### src/rtl/cpu_pkg.sv
// ---------------------------------------------------------------------------
// cpu_pkg
// Shared definitions for the CPU datapath self-test: ALU opcodes, the default
// datapath width, the self-test FSM state type and the constant vector
// tables (ALU vectors and PC script) that the self-test walks through.
// No ports (package).
// ---------------------------------------------------------------------------
package cpu_pkg;

   localparam int WIDTH_DEF = 16;

   localparam logic [2:0] OP_ADD  = 3'b000;
   localparam logic [2:0] OP_SUB  = 3'b001;
   localparam logic [2:0] OP_AND  = 3'b010;
   localparam logic [2:0] OP_OR   = 3'b011;
   localparam logic [2:0] OP_XOR  = 3'b100;
   localparam logic [2:0] OP_SHL  = 3'b101;
   localparam logic [2:0] OP_SHR  = 3'b110;
   localparam logic [2:0] OP_PASS = 3'b111;

   typedef enum logic [2:0] {
      ST_IDLE,
      ST_ALU,
      ST_PC,
      ST_CORE,
      ST_CHECK,
      ST_FINISH
   } state_t;

   // Final values expected after the accumulation loop (sum of 0..15, 16 incs)
   localparam logic [15:0] CORE_ACC_EXP = 16'h0078;
   localparam logic [15:0] CORE_PC_EXP  = 16'h0010;

   typedef struct packed {
      logic [2:0]  op;
      logic [15:0] a;
      logic [15:0] b;
      logic [15:0] exp;
   } alu_vec_t;

   typedef struct packed {
      logic        clear;
      logic        load;
      logic        inc;
      logic [15:0] val;
   } pc_ctl_t;

   function automatic alu_vec_t alu_vec(input logic [2:0] idx);
      case (idx)
         3'd0:    return '{op: OP_ADD, a: 16'h1234, b: 16'h1111, exp: 16'h2345};
         3'd1:    return '{op: OP_SUB, a: 16'h0005, b: 16'h0007, exp: 16'hFFFE};
         3'd2:    return '{op: OP_AND, a: 16'hF0F0, b: 16'h3C3C, exp: 16'h3030};
         3'd3:    return '{op: OP_OR,  a: 16'hF0F0, b: 16'h0F00, exp: 16'hFFF0};
         3'd4:    return '{op: OP_XOR, a: 16'hAAAA, b: 16'hFFFF, exp: 16'h5555};
         3'd5:    return '{op: OP_SHL, a: 16'h8001, b: 16'h0000, exp: 16'h0002};
         3'd6:    return '{op: OP_SHR, a: 16'h8001, b: 16'h0000, exp: 16'h4000};
         default: return '{op: OP_ADD, a: 16'hFFFF, b: 16'h0001, exp: 16'h0000};
      endcase
   endfunction

   function automatic pc_ctl_t pc_step_ctl(input logic [2:0] idx);
      case (idx)
         3'd0:    return '{clear: 1'b1, load: 1'b0, inc: 1'b0, val: 16'h0000};
         3'd3:    return '{clear: 1'b0, load: 1'b0, inc: 1'b0, val: 16'h0000};
         3'd4:    return '{clear: 1'b0, load: 1'b1, inc: 1'b0, val: 16'hFFFE};
         3'd7:    return '{clear: 1'b0, load: 1'b1, inc: 1'b0, val: 16'h0010};
         default: return '{clear: 1'b0, load: 1'b0, inc: 1'b1, val: 16'h0000};
      endcase
   endfunction

   function automatic logic [15:0] pc_step_exp(input logic [2:0] idx);
      case (idx)
         3'd0:    return 16'h0000;
         3'd1:    return 16'h0001;
         3'd2:    return 16'h0002;
         3'd3:    return 16'h0002;
         3'd4:    return 16'hFFFE;
         3'd5:    return 16'hFFFF;
         3'd6:    return 16'h0000;
         default: return 16'h0010;
      endcase
   endfunction

endpackage

### src/rtl/cpu_selftest_if.sv
// ---------------------------------------------------------------------------
// cpu_selftest_if
// Status bundle of a self-test block, so several blocks can be OR/AND
// combined at the top level.
//   result_out : sticky failure flag (1 = at least one check mismatched)
//   done       : all phases finished, held until reset
// master = the self-test block driving the status, slave = an observer.
// ---------------------------------------------------------------------------
interface cpu_selftest_if;
   logic result_out;
   logic done;

   modport master (output result_out, output done);
   modport slave  (input  result_out, input  done);
endinterface

### src/rtl/alu.sv
// ---------------------------------------------------------------------------
// alu
// Combinational ALU, results modulo 2^WIDTH with no carry out.
//   i_a, i_b : operands
//   i_op     : operation (cpu_pkg OP_* encoding)
//   o_y      : result
// ---------------------------------------------------------------------------
module alu
   import cpu_pkg::*;
#(
   parameter int WIDTH = WIDTH_DEF
) (
   input  logic [WIDTH-1:0] i_a,
   input  logic [WIDTH-1:0] i_b,
   input  logic [2:0]       i_op,
   output logic [WIDTH-1:0] o_y
);

   always_comb begin
      o_y = '0;
      case (i_op)
         OP_ADD:  o_y = i_a + i_b;
         OP_SUB:  o_y = i_a - i_b;
         OP_AND:  o_y = i_a & i_b;
         OP_OR:   o_y = i_a | i_b;
         OP_XOR:  o_y = i_a ^ i_b;
         OP_SHL:  o_y = {i_a[WIDTH-2:0], 1'b0};
         OP_SHR:  o_y = {1'b0, i_a[WIDTH-1:1]};
         default: o_y = i_b;
      endcase
   end

endmodule

### src/rtl/program_counter.sv
// ---------------------------------------------------------------------------
// program_counter
// WIDTH-bit wrapping program counter. Priority clear > load > inc > hold.
//   clk, rst_n : clock, synchronous active-low reset (clears the PC)
//   i_clear    : force PC to 0
//   i_load     : load i_load_val
//   i_inc      : increment by one (wraps)
//   o_pc       : current PC value
// ---------------------------------------------------------------------------
module program_counter
   import cpu_pkg::*;
#(
   parameter int WIDTH = WIDTH_DEF
) (
   input  logic             clk,
   input  logic             rst_n,
   input  logic             i_clear,
   input  logic             i_load,
   input  logic [WIDTH-1:0] i_load_val,
   input  logic             i_inc,
   output logic [WIDTH-1:0] o_pc
);

   logic [WIDTH-1:0] r_pc;

   always_ff @(posedge clk) begin
      if (!rst_n) begin
         r_pc <= '0;
      end else if (i_clear) begin
         r_pc <= '0;
      end else if (i_load) begin
         r_pc <= i_load_val;
      end else if (i_inc) begin
         r_pc <= r_pc + WIDTH'(1);
      end
   end

   assign o_pc = r_pc;

endmodule

### src/rtl/cpu_selftest.sv
// ---------------------------------------------------------------------------
// cpu_selftest
// Built-in self-test of the ALU and PC. Walks IDLE -> ALU -> PC -> CORE ->
// CHECK -> FINISH once after reset and reports through a status bundle.
//   WIDTH        : datapath width
//   INJECT_FAULT : invert bit 0 of the ALU result seen by the checker
//   clk, rst_n   : clock, synchronous active-low reset
//   o_stat       : status (result_out sticky fail, done)
// ---------------------------------------------------------------------------
module cpu_selftest
   import cpu_pkg::*;
#(
   parameter int WIDTH        = WIDTH_DEF,
   parameter bit INJECT_FAULT = 1'b0
) (
   input  logic           clk,
   input  logic           rst_n,
   cpu_selftest_if.master o_stat
);

   localparam logic [4:0] ALU_LAST  = 5'd7;
   localparam logic [4:0] PC_LAST   = 5'd8;   // one extra cycle to check step 7
   localparam logic [4:0] CORE_LAST = 5'd15;

   state_t           r_state;
   logic [4:0]       r_idx;
   logic [WIDTH-1:0] r_acc;
   logic             r_fail;
   logic             r_done;

   alu_vec_t         w_vec;
   pc_ctl_t          w_ctl;
   logic [2:0]       w_prev_idx;
   logic [WIDTH-1:0] w_prev_exp;
   logic [WIDTH-1:0] w_alu_a;
   logic [WIDTH-1:0] w_alu_b;
   logic [2:0]       w_alu_op;
   logic [WIDTH-1:0] w_alu_y;
   logic [WIDTH-1:0] w_alu_chk;
   logic [WIDTH-1:0] w_pc;
   logic             w_pc_clear;
   logic             w_pc_load;
   logic             w_pc_inc;

   assign w_vec      = alu_vec(r_idx[2:0]);
   assign w_ctl      = pc_step_ctl(r_idx[2:0]);
   // A PC step's effect is only visible one cycle later, so the check uses
   // the previous step's expectation (index 8 wraps to step 7).
   assign w_prev_idx = r_idx[2:0] - 3'd1;
   assign w_prev_exp = WIDTH'(pc_step_exp(w_prev_idx));
   assign w_alu_chk  = w_alu_y ^ WIDTH'(INJECT_FAULT);

   always_comb begin
      w_alu_a  = r_acc;
      w_alu_b  = w_pc;
      w_alu_op = OP_ADD;
      if (r_state == ST_ALU) begin
         w_alu_a  = WIDTH'(w_vec.a);
         w_alu_b  = WIDTH'(w_vec.b);
         w_alu_op = w_vec.op;
      end
   end

   always_comb begin
      w_pc_clear = 1'b0;
      w_pc_load  = 1'b0;
      w_pc_inc   = 1'b0;
      case (r_state)
         ST_PC: begin
            if (r_idx == PC_LAST) begin
               // Clearing here lets CORE start accumulating on its first edge
               w_pc_clear = 1'b1;
            end else begin
               w_pc_clear = w_ctl.clear;
               w_pc_load  = w_ctl.load;
               w_pc_inc   = w_ctl.inc;
            end
         end
         ST_CORE: w_pc_inc = 1'b1;
         default: ;
      endcase
   end

   alu #(.WIDTH(WIDTH)) u_alu (
      .i_a  (w_alu_a),
      .i_b  (w_alu_b),
      .i_op (w_alu_op),
      .o_y  (w_alu_y)
   );

   program_counter #(.WIDTH(WIDTH)) u_pc (
      .clk        (clk),
      .rst_n      (rst_n),
      .i_clear    (w_pc_clear),
      .i_load     (w_pc_load),
      .i_load_val (WIDTH'(w_ctl.val)),
      .i_inc      (w_pc_inc),
      .o_pc       (w_pc)
   );

   always_ff @(posedge clk) begin
      if (!rst_n) begin
         r_state <= ST_IDLE;
         r_idx   <= '0;
         r_acc   <= '0;
         r_fail  <= 1'b0;
         r_done  <= 1'b0;
      end else begin
         case (r_state)
            ST_IDLE: begin
               r_idx   <= '0;
               r_state <= ST_ALU;
            end
            ST_ALU: begin
               if (w_alu_chk != WIDTH'(w_vec.exp)) r_fail <= 1'b1;
               if (r_idx == ALU_LAST) begin
                  r_idx   <= '0;
                  r_state <= ST_PC;
               end else begin
                  r_idx <= r_idx + 5'd1;
               end
            end
            ST_PC: begin
               if (r_idx != 5'd0 && w_pc != w_prev_exp) r_fail <= 1'b1;
               if (r_idx == PC_LAST) begin
                  r_idx   <= '0;
                  r_acc   <= '0;
                  r_state <= ST_CORE;
               end else begin
                  r_idx <= r_idx + 5'd1;
               end
            end
            ST_CORE: begin
               r_acc <= w_alu_y;
               if (r_idx == CORE_LAST) begin
                  r_idx   <= '0;
                  r_state <= ST_CHECK;
               end else begin
                  r_idx <= r_idx + 5'd1;
               end
            end
            ST_CHECK: begin
               if (r_acc != WIDTH'(CORE_ACC_EXP) || w_pc != WIDTH'(CORE_PC_EXP))
                  r_fail <= 1'b1;
               r_state <= ST_FINISH;
            end
            ST_FINISH: r_done <= 1'b1;
            default:   r_state <= ST_IDLE;
         endcase
      end
   end

   assign o_stat.result_out = r_fail;
   assign o_stat.done       = r_done;

endmodule

### src/flat_wrapper.sv
// flat-port wrapper written by rule: the top's interface ports become plain ports
module cpu_selftest_flat import cpu_pkg::*;
#(
   parameter int WIDTH        = WIDTH_DEF,
   parameter bit INJECT_FAULT = 1'b0
)
  (clk, rst_n, o_stat_result_out, o_stat_done);
  cpu_selftest_if o_stat_i ();
  input  logic clk;
  input  logic rst_n;
  output wire logic [$bits(o_stat_i.result_out)-1:0] o_stat_result_out;
  output wire logic [$bits(o_stat_i.done)-1:0] o_stat_done;
  assign o_stat_result_out = o_stat_i.result_out;
  assign o_stat_done = o_stat_i.done;
  cpu_selftest #(.WIDTH(WIDTH), .INJECT_FAULT(INJECT_FAULT)) u_core (.clk(clk), .rst_n(rst_n), .o_stat(o_stat_i));
endmodule
### config.mk
export PLATFORM = sky130hd
export DESIGN_NAME = cpu_selftest_flat
export DESIGN_NICKNAME = d
export VERILOG_FILES = /design/src/rtl/cpu_pkg.sv /design/src/rtl/cpu_selftest_if.sv /design/src/rtl/alu.sv /design/src/rtl/program_counter.sv /design/src/rtl/cpu_selftest.sv /design/src/flat_wrapper.sv
export SDC_FILE = /design/constraint.sdc
export NUM_CORES = 1
export LEC_CHECK = 0
export ABC_AREA = 1
export ABC_CLOCK_PERIOD_IN_PS = 3800
export BUFFER_PORTS_ARGS = -buffer_cell sky130_fd_sc_hd__buf_4
export CORE_MARGIN = 10
export CORE_UTILIZATION = 30
export CTS_CLUSTER_DIAMETER = 200
export DETAILED_ROUTE_END_ITERATION = 6
export GPL_TIMING_DRIVEN = 1
export RECOVER_POWER = 100
export SYNTH_ARGS = -nofsm -noshare
export SYNTH_HDL_FRONTEND = slang
export SYNTH_SLANG_ARGS = --single-unit
### constraint.sdc
create_clock -name clk -period 3.8 [get_ports clk]
set_input_delay 0.57 -clock clk [delete_from_list [all_inputs] [get_ports clk]]
set_output_delay 0.57 -clock clk [all_outputs]
set_load 0.02 [all_outputs]
==> flow_metrics.tcl, run 1 <==
set metrics [dict create \
    status "complete, but fails checks" \
    violations "negative setup slack" \
    first_pass_iters 5 \
    synth_top_area_cell "nand2_1" \
    crit_buf_inv 3 \
    min_path_type "flip-flop to flip-flop" \
    synth_top_family_by_area "simple AND/OR/NAND/NOR gates" \
    numCtsBuffers 5 \
    fin_crit_ns 3.89 \
    drv_cap 0 \
    critical_path_class "flip-flop to flip-flop" \
    route.detailed.drc 0 \
    cts_hold_buffers 0 \
    min_path_cells 2 \
    first_iter_violations 548 \
    clkTransAtPathRegs_ns 0.06 \
    drt_wl_total_mm 20.8 \
    fin_nets 1228 \
    setup_tns_ns -0.115 \
    core_area_mm2 0.0188 \
    yosysWarnings 0 \
    clkLatencyLatePin_ns 0.29 \
    slew-limit-headroom_pct 62.4 \
    setup_viol 2 \
    r2r_cells 31 \
    crit_arrival_ns 4.06 \
    place.gp.congestion 0.952 \
    synth.area.mux_share_pct 0 \
    syn_to_final_growth_pct 34.9 \
    grt_start_max_net_pins 26 \
    cts_sinks 42 \
    ctsHtreeMaxLevel 2 \
    grt_use_total_pct 16.4 \
    synth-edff-count 0 \
    num_antenna_cells 0 \
    tightest_slew_ns 0.556 \
    grt_setup_unrepaired "true" \
    cp_data_required_time_ns 3.97 \
    synth_area_mm2 0.00575 \
    vias 7049 \
    io_pins 4 \
    min_from "u_core.r_acc[10]" \
    wl_per_cell_um 14.8 \
    cp_max_fo 5 \
    synth-adder-area-share_pct 13.8 \
    fin_skew_ns 0.00401 \
    synth_nets 1063 \
    fin_crit_sh_pct 102 \
    hold_end "u_core.r_acc[10]" \
    synth_flop_cell "dfxtp_1" \
    antenna_found_initial 0 \
    post-synth-top-area-fraction_pct 18.5 \
    first_global_vias 6587 \
    ff2ff_setup_slack_ns -0.09 \
    hpwl_mm 16.4 \
    slew_viol_final 0 \
    cp_top_family "simple AND/OR/NAND/NOR gates" \
    syn_area_per_cell_um2 5.77 \
    overflow 0 \
    row_count 50 \
    clk_path_buf_depth 2 \
    synthXorXnorAreaFrac_pct 1.52 \
    report.final.hold_viol_count 0 \
    synth-seq-cells 42 \
    initial_core_util_pct 30.7 \
    worstSetupEndpointType "flip-flop" \
    rr_startpoint "u_core.r_idx[1]" \
    syn_inst 998 \
    start_kind "flip-flop" \
    viasPerCell 5.04 \
    r2r_end "u_core.o_stat.result_out" \
    synthArstFlopShare_pct 0 \
    setup_slack_ns -0.0891 \
    cts_tree "built" \
    grt_pass1_wl_mm 33.2 \
    fmax_ghz 0.257 \
    port_buffers 3 \
    yosys-top-cells-area "nand2_1 (19%), dfxtp_1 (15%), ha_1 (13%)" \
    dieArea_mm2 0.0251 \
    synth-compound-area-share_pct 13.6 \
    yosys.area_share.simple_pct 43.1 \
    slowest_stage "dfxtp_4" \
    die_y_um 158 \
    ys_seq_area_share_pct 14.6 \
    drive_gt1_share_pct 25.6 \
    nFillCells 1975 \
    cp_slowest_stage_delay_ns 0.40 \
    antenna_left 0 \
    die_w_um 158 \
    cts_root_buf "clkbuf_16" \
    synthDistinctLibCells 45 \
]
## final cells by class
type                       instances  area (um2)  area share [%]
multi-input combinational        766        4450            57.4
timing repair buffer             179        1360            17.5
clock buffer                       8         166            2.14
tap                              234         293            3.77
sequential                        42         852            11.0
inverter                         169         644            8.30
## registers in the layout, indices dropped and copies added (netlist names)
name	count
u_core.r_acc	16
u_core.o_stat.done	1
u_core.r_idx	5
u_core.o_stat.result_out	1
u_core.r_state	3
u_core.u_pc.o_pc	16
## stage by stage
| step | instances | hold WS, ns | setup slack (ns) | area, um2 | utilization (%) |
|---|---|---|---|---|---|
| floorplan | 998 | 0.445 | 0.00211 | 5760 | - |
| global placement | 1355 | 0.457 | -0.139 | 7000 | 37.3 |
| detailed placement | 1355 | 0.457 | -0.283 | 7000 | 37.3 |
| CTS | 1389 | 0.467 | -0.0284 | 7500 | 40.0 |
| global route | 1398 | 0.507 | -0.326 | 7760 | 41.4 |
| finish | 1398 | 0.468 | -0.0891 | 7760 | 41.4 |
## what timing repair did
| action | 4_1_cts | 5_1_grt |
|---|---|---|
| buffers inserted | 26 | 9 |
| setup endpoints to repair | 3 | 8 |
| pin swaps | 21 | 38 |
| resized for setup | 39 | 59 |
## metal layers
layer	routed length [um]	GRT usage, %
met3	962	1.65
met5	0	0
met1	9650	21.8
met2	9170	26.1
met4	981	7.41
## worst reg2reg max path: cells and delay by family, from the launching register on
family	cells	cell delay, ns
simple gates	20	1.94
compound gates	5	0.60
fa+ha+maj	2	0.46
flops	1	0.40
buf+inv	3	0.21
xor+xnor	1	0.15
## logic make-up after synthesis
group                    count (synthesis)
XOR/XNOR                                10
AND/OR/NAND/NOR                        561
AO/OA/AOI/OAI                          132
flip-flops                              42
adder cells (fa/ha/maj)                 63
buffers and inverters                  190
## placed cells by master (no fill, tap or decap), types with 6 or more instances in the layout
cell / synthesis / routed
nor3_1: 14 / 13
xor2_1: 7 / 7
nor4_1: 6 / 6
nand2_1: 284 / 266
dfxtp_1: 42 / 39
nor2_1: 113 / 101
inv_2: 12 / 16
nand2_2: 9 / 25
o21ai_0: 30 / 26
a221oi_1: 12 / 12
a21oi_1: 56 / 50
buf_4: 3 / 169
nor2_2: 5 / 17
nand3_2: 6 / 20
ha_1: 62 / 55
nand3_1: 92 / 77
ha_4: 0 / 6
nand4_1: 14 / 14
nand3b_1: 7 / 7
inv_1: 157 / 150
## cell usage after synthesis (all sizes together), types with 2 or more instances
cell and instances:
nand2 295, a21o 2, o2111ai 2, nand4 14, clkbuf 7, xor2 7
nor4 6, o211ai 2, a211oi 3, nor3 14, o21a 5, nand3 99
nand3b 7, o21ai 34, nor2 123, o31ai 2, a221oi 12, o22ai 3
xnor2 3, a31oi 3, dfxtp 42, a21oi 56, inv 169, buf 14
ha 62, o21bai 5
## worst max path at each step
stage	startpoint	end	slack, ns	cells past startpoint
after floorplan	u_core.r_idx[0]	u_core.o_stat.result_out	0.002	32
after global placement	u_core.r_idx[1]	u_core.o_stat.result_out	-0.14	31
after detailed placement	u_core.r_idx[1]	u_core.o_stat.result_out	-0.28	31
after CTS	u_core.r_idx[1]	u_core.o_stat.result_out	-0.03	31
after global routing	u_core.r_idx[0]	u_core.o_stat.result_out	-0.33	30
final	u_core.r_idx[1]	u_core.o_stat.result_out	-0.09	31
Power of run 1 is not shown: default switching activity piles up to over one toggle a cycle in this logic, so the estimate is an artifact.
==> run 2: changes to the inputs <==
- MAX_ROUTING_LAYER: default -> met4
- PLACE_DENSITY: default -> 0.47
==> run 2 against run 1 <==
Effect of this change:
- the run still ends with negative setup slack left
- via count down 2.4%
- sequential share of layout area shrank 0.35 points
- global-route usage is 1.9 points higher
- worst setup slack improved by 0.057 ns
- non-clock buffer count grew 22
- flip-flop and latch count stayed put
- cell area is 2.9% higher
- cell count increased by 1.6%
- maximum frequency rose by 1.5%
==> flow_metrics.tcl, run 2 (synthesis results as in run 1) <==
set metrics [dict create \
    cts_tree "built" \
    post-route-util_pct 42.5 \
    io_pins 4 \
    overflow 0 \
    worstSetupEndpointType "flip-flop" \
    syn_to_final_growth_pct 38.8 \
    mostFrequentLayoutCell "nand2_1" \
    first_global_vias 6581 \
    clkLatencyLatePin_ns 0.30 \
    hpwl_mm 18.2 \
    start_kind "flip-flop" \
    cp_max_fo 4 \
    clk_path_buf_depth 2 \
    cp_top_family "simple AND/OR/NAND/NOR gates" \
    slew-limit-headroom_pct 52.3 \
    fin_skew_ns 0.00695 \
    wl_per_cell_um 15.7 \
    setup_slack_ns -0.0321 \
    grt_start_max_net_pins 26 \
    r2r_end "u_core.o_stat.result_out" \
    route.detailed.drc 0 \
    drt_wl_total_mm 22.3 \
    setup_viol 1 \
    cp_data_required_time_ns 3.98 \
    die_y_um 158 \
    clkTransAtPathRegs_ns 0.07 \
    cts_sinks 42 \
    drive_gt1_share_pct 27.8 \
    viasPerCell 4.85 \
    num_antenna_cells 0 \
    nFillCells 2077 \
    vias 6880 \
    critical_path_class "flip-flop to flip-flop" \
    cts_root_buf "clkbuf_16" \
    grt_setup_unrepaired "true" \
    hold_end "u_core.r_acc[9]" \
    antenna_left 0 \
    violations "negative setup slack" \
    grt_use_total_pct 18.3 \
    layout_common_cells "nand2_1 (258), buf_4 (188), inv_1 (151)" \
    numCtsBuffers 5 \
    fin_crit_ns 3.83 \
    place.gp.congestion 0.950 \
    die_w_um 158 \
    report.final.hold_viol_count 0 \
    fin_nets 1250 \
    slowest_stage "dfxtp_4" \
    ff2ff_setup_slack_ns -0.03 \
    dieArea_mm2 0.0251 \
    ctsHtreeMaxLevel 2 \
    first_iter_violations 409 \
    first_pass_iters 5 \
    crit_arrival_ns 4.01 \
    tightest_slew_ns 0.709 \
    port_buffers 3 \
    min_path_cells 2 \
    setup_tns_ns -0.0321 \
    drv_cap 0 \
    initial_core_util_pct 30.7 \
    crit_buf_inv 5 \
    rr_startpoint "u_core.r_idx[1]" \
    r2r_cells 26 \
    row_count 50 \
    status "complete, but fails checks" \
    slew_viol_final 0 \
    fmax_ghz 0.261 \
    min_from "u_core.r_acc[9]" \
    grt_pass1_wl_mm 35.3 \
    fin_crit_sh_pct 101 \
    antenna_found_initial 0 \
    min_path_type "flip-flop to flip-flop" \
    core_area_mm2 0.0188 \
    cp_slowest_stage_delay_ns 0.38 \
]
==> run 2: cell types whose count changed in the layout (fill, tap and decap cells not counted), sizes merged <==
cell	before	now
clkinv	0	2
clkinvlp	0	1
buf	175	194
==> run 2: final cells by class <==
cell class              count  area, um2  share of cell area, %
inverters                 169        642                   8.04
clock inverters             3       21.3                  0.266
repair buffers            201       1520                   19.0
well taps                 234        293                   3.67
multi-input cells         766       4540                   56.8
clock buffers               5        125                   1.57
flip-flops and latches     42        848                   10.6
==> run 2: worst max path at each step <==
stage                    start                       end  slack, ns  depth (start not counted)
2_1_floorplan  u_core.r_idx[0]  u_core.o_stat.result_out      0.002                         32
3_3_place_gp   u_core.r_idx[1]  u_core.o_stat.result_out      -0.34                         31
3_5_place_dp   u_core.r_idx[1]  u_core.o_stat.result_out      -0.45                         31
4_1_cts        u_core.r_idx[1]  u_core.o_stat.result_out      -0.08                         30
5_1_grt        u_core.r_idx[1]  u_core.o_stat.result_out      -0.27                         32
6_report       u_core.r_idx[1]  u_core.o_stat.result_out      -0.03                         26
==> run 2: through the flow <==
step / hold slack, ns / instances / area (um2) / worst slack, ns
3_3_place_gp: 0.453 / 1384 / 7230 / -0.340
4_1_cts: 0.473 / 1408 / 7650 / -0.0752
6_report: 0.472 / 1420 / 7990 / -0.0321
3_5_place_dp: 0.458 / 1384 / 7230 / -0.447
5_1_grt: 0.489 / 1420 / 7990 / -0.272
2_1_floorplan: 0.445 / 998 / 5760 / 0.00211
==> run 2: worst register-to-register path: stages (launching register included) <==
cell and delay [ns]:
dfxtp_4 0.38, inv_4 0.05, ha_4 0.18, nand2_4 0.08
buf_6 0.11, nand3_2 0.08, nand2_2 0.09, nand3_4 0.09
nor2_4 0.15, nand4_1 0.16, nor2_2 0.17, inv_2 0.07
buf_4 0.13, buf_4 0.12, nand3_1 0.13, ha_1 0.27
a21o_1 0.16, nor2_1 0.16, nand3_2 0.14, nand2_1 0.08
nand3_1 0.16, a31oi_4 0.26, nor2_1 0.07, nor2_2 0.09
nand4_1 0.11, o21bai_1 0.15, a21oi_1 0.07
==> run 2: metal layers <==
layer / wire (um) / global-route usage, % / part of all wire, %
met5: 0 / - / 0
met2: 10500 / 30.6 / 47
met1: 10500 / 23.0 / 47
met4: 658 / 5.87 / 2.9
met3: 654 / 1.21 / 2.9
==> run 2: what timing repair did <==
action / 4_1_cts / 5_1_grt
resized for setup: 47 / 69
setup buffers: 16 / 12
setup endpoints to repair: 4 / 7
pin swaps: 27 / 48
hold endpoints to repair: 0 / 0
hold buffers: 0 / 0
cloned: 0 / 0
Power of run 2 is left out for the same reason.
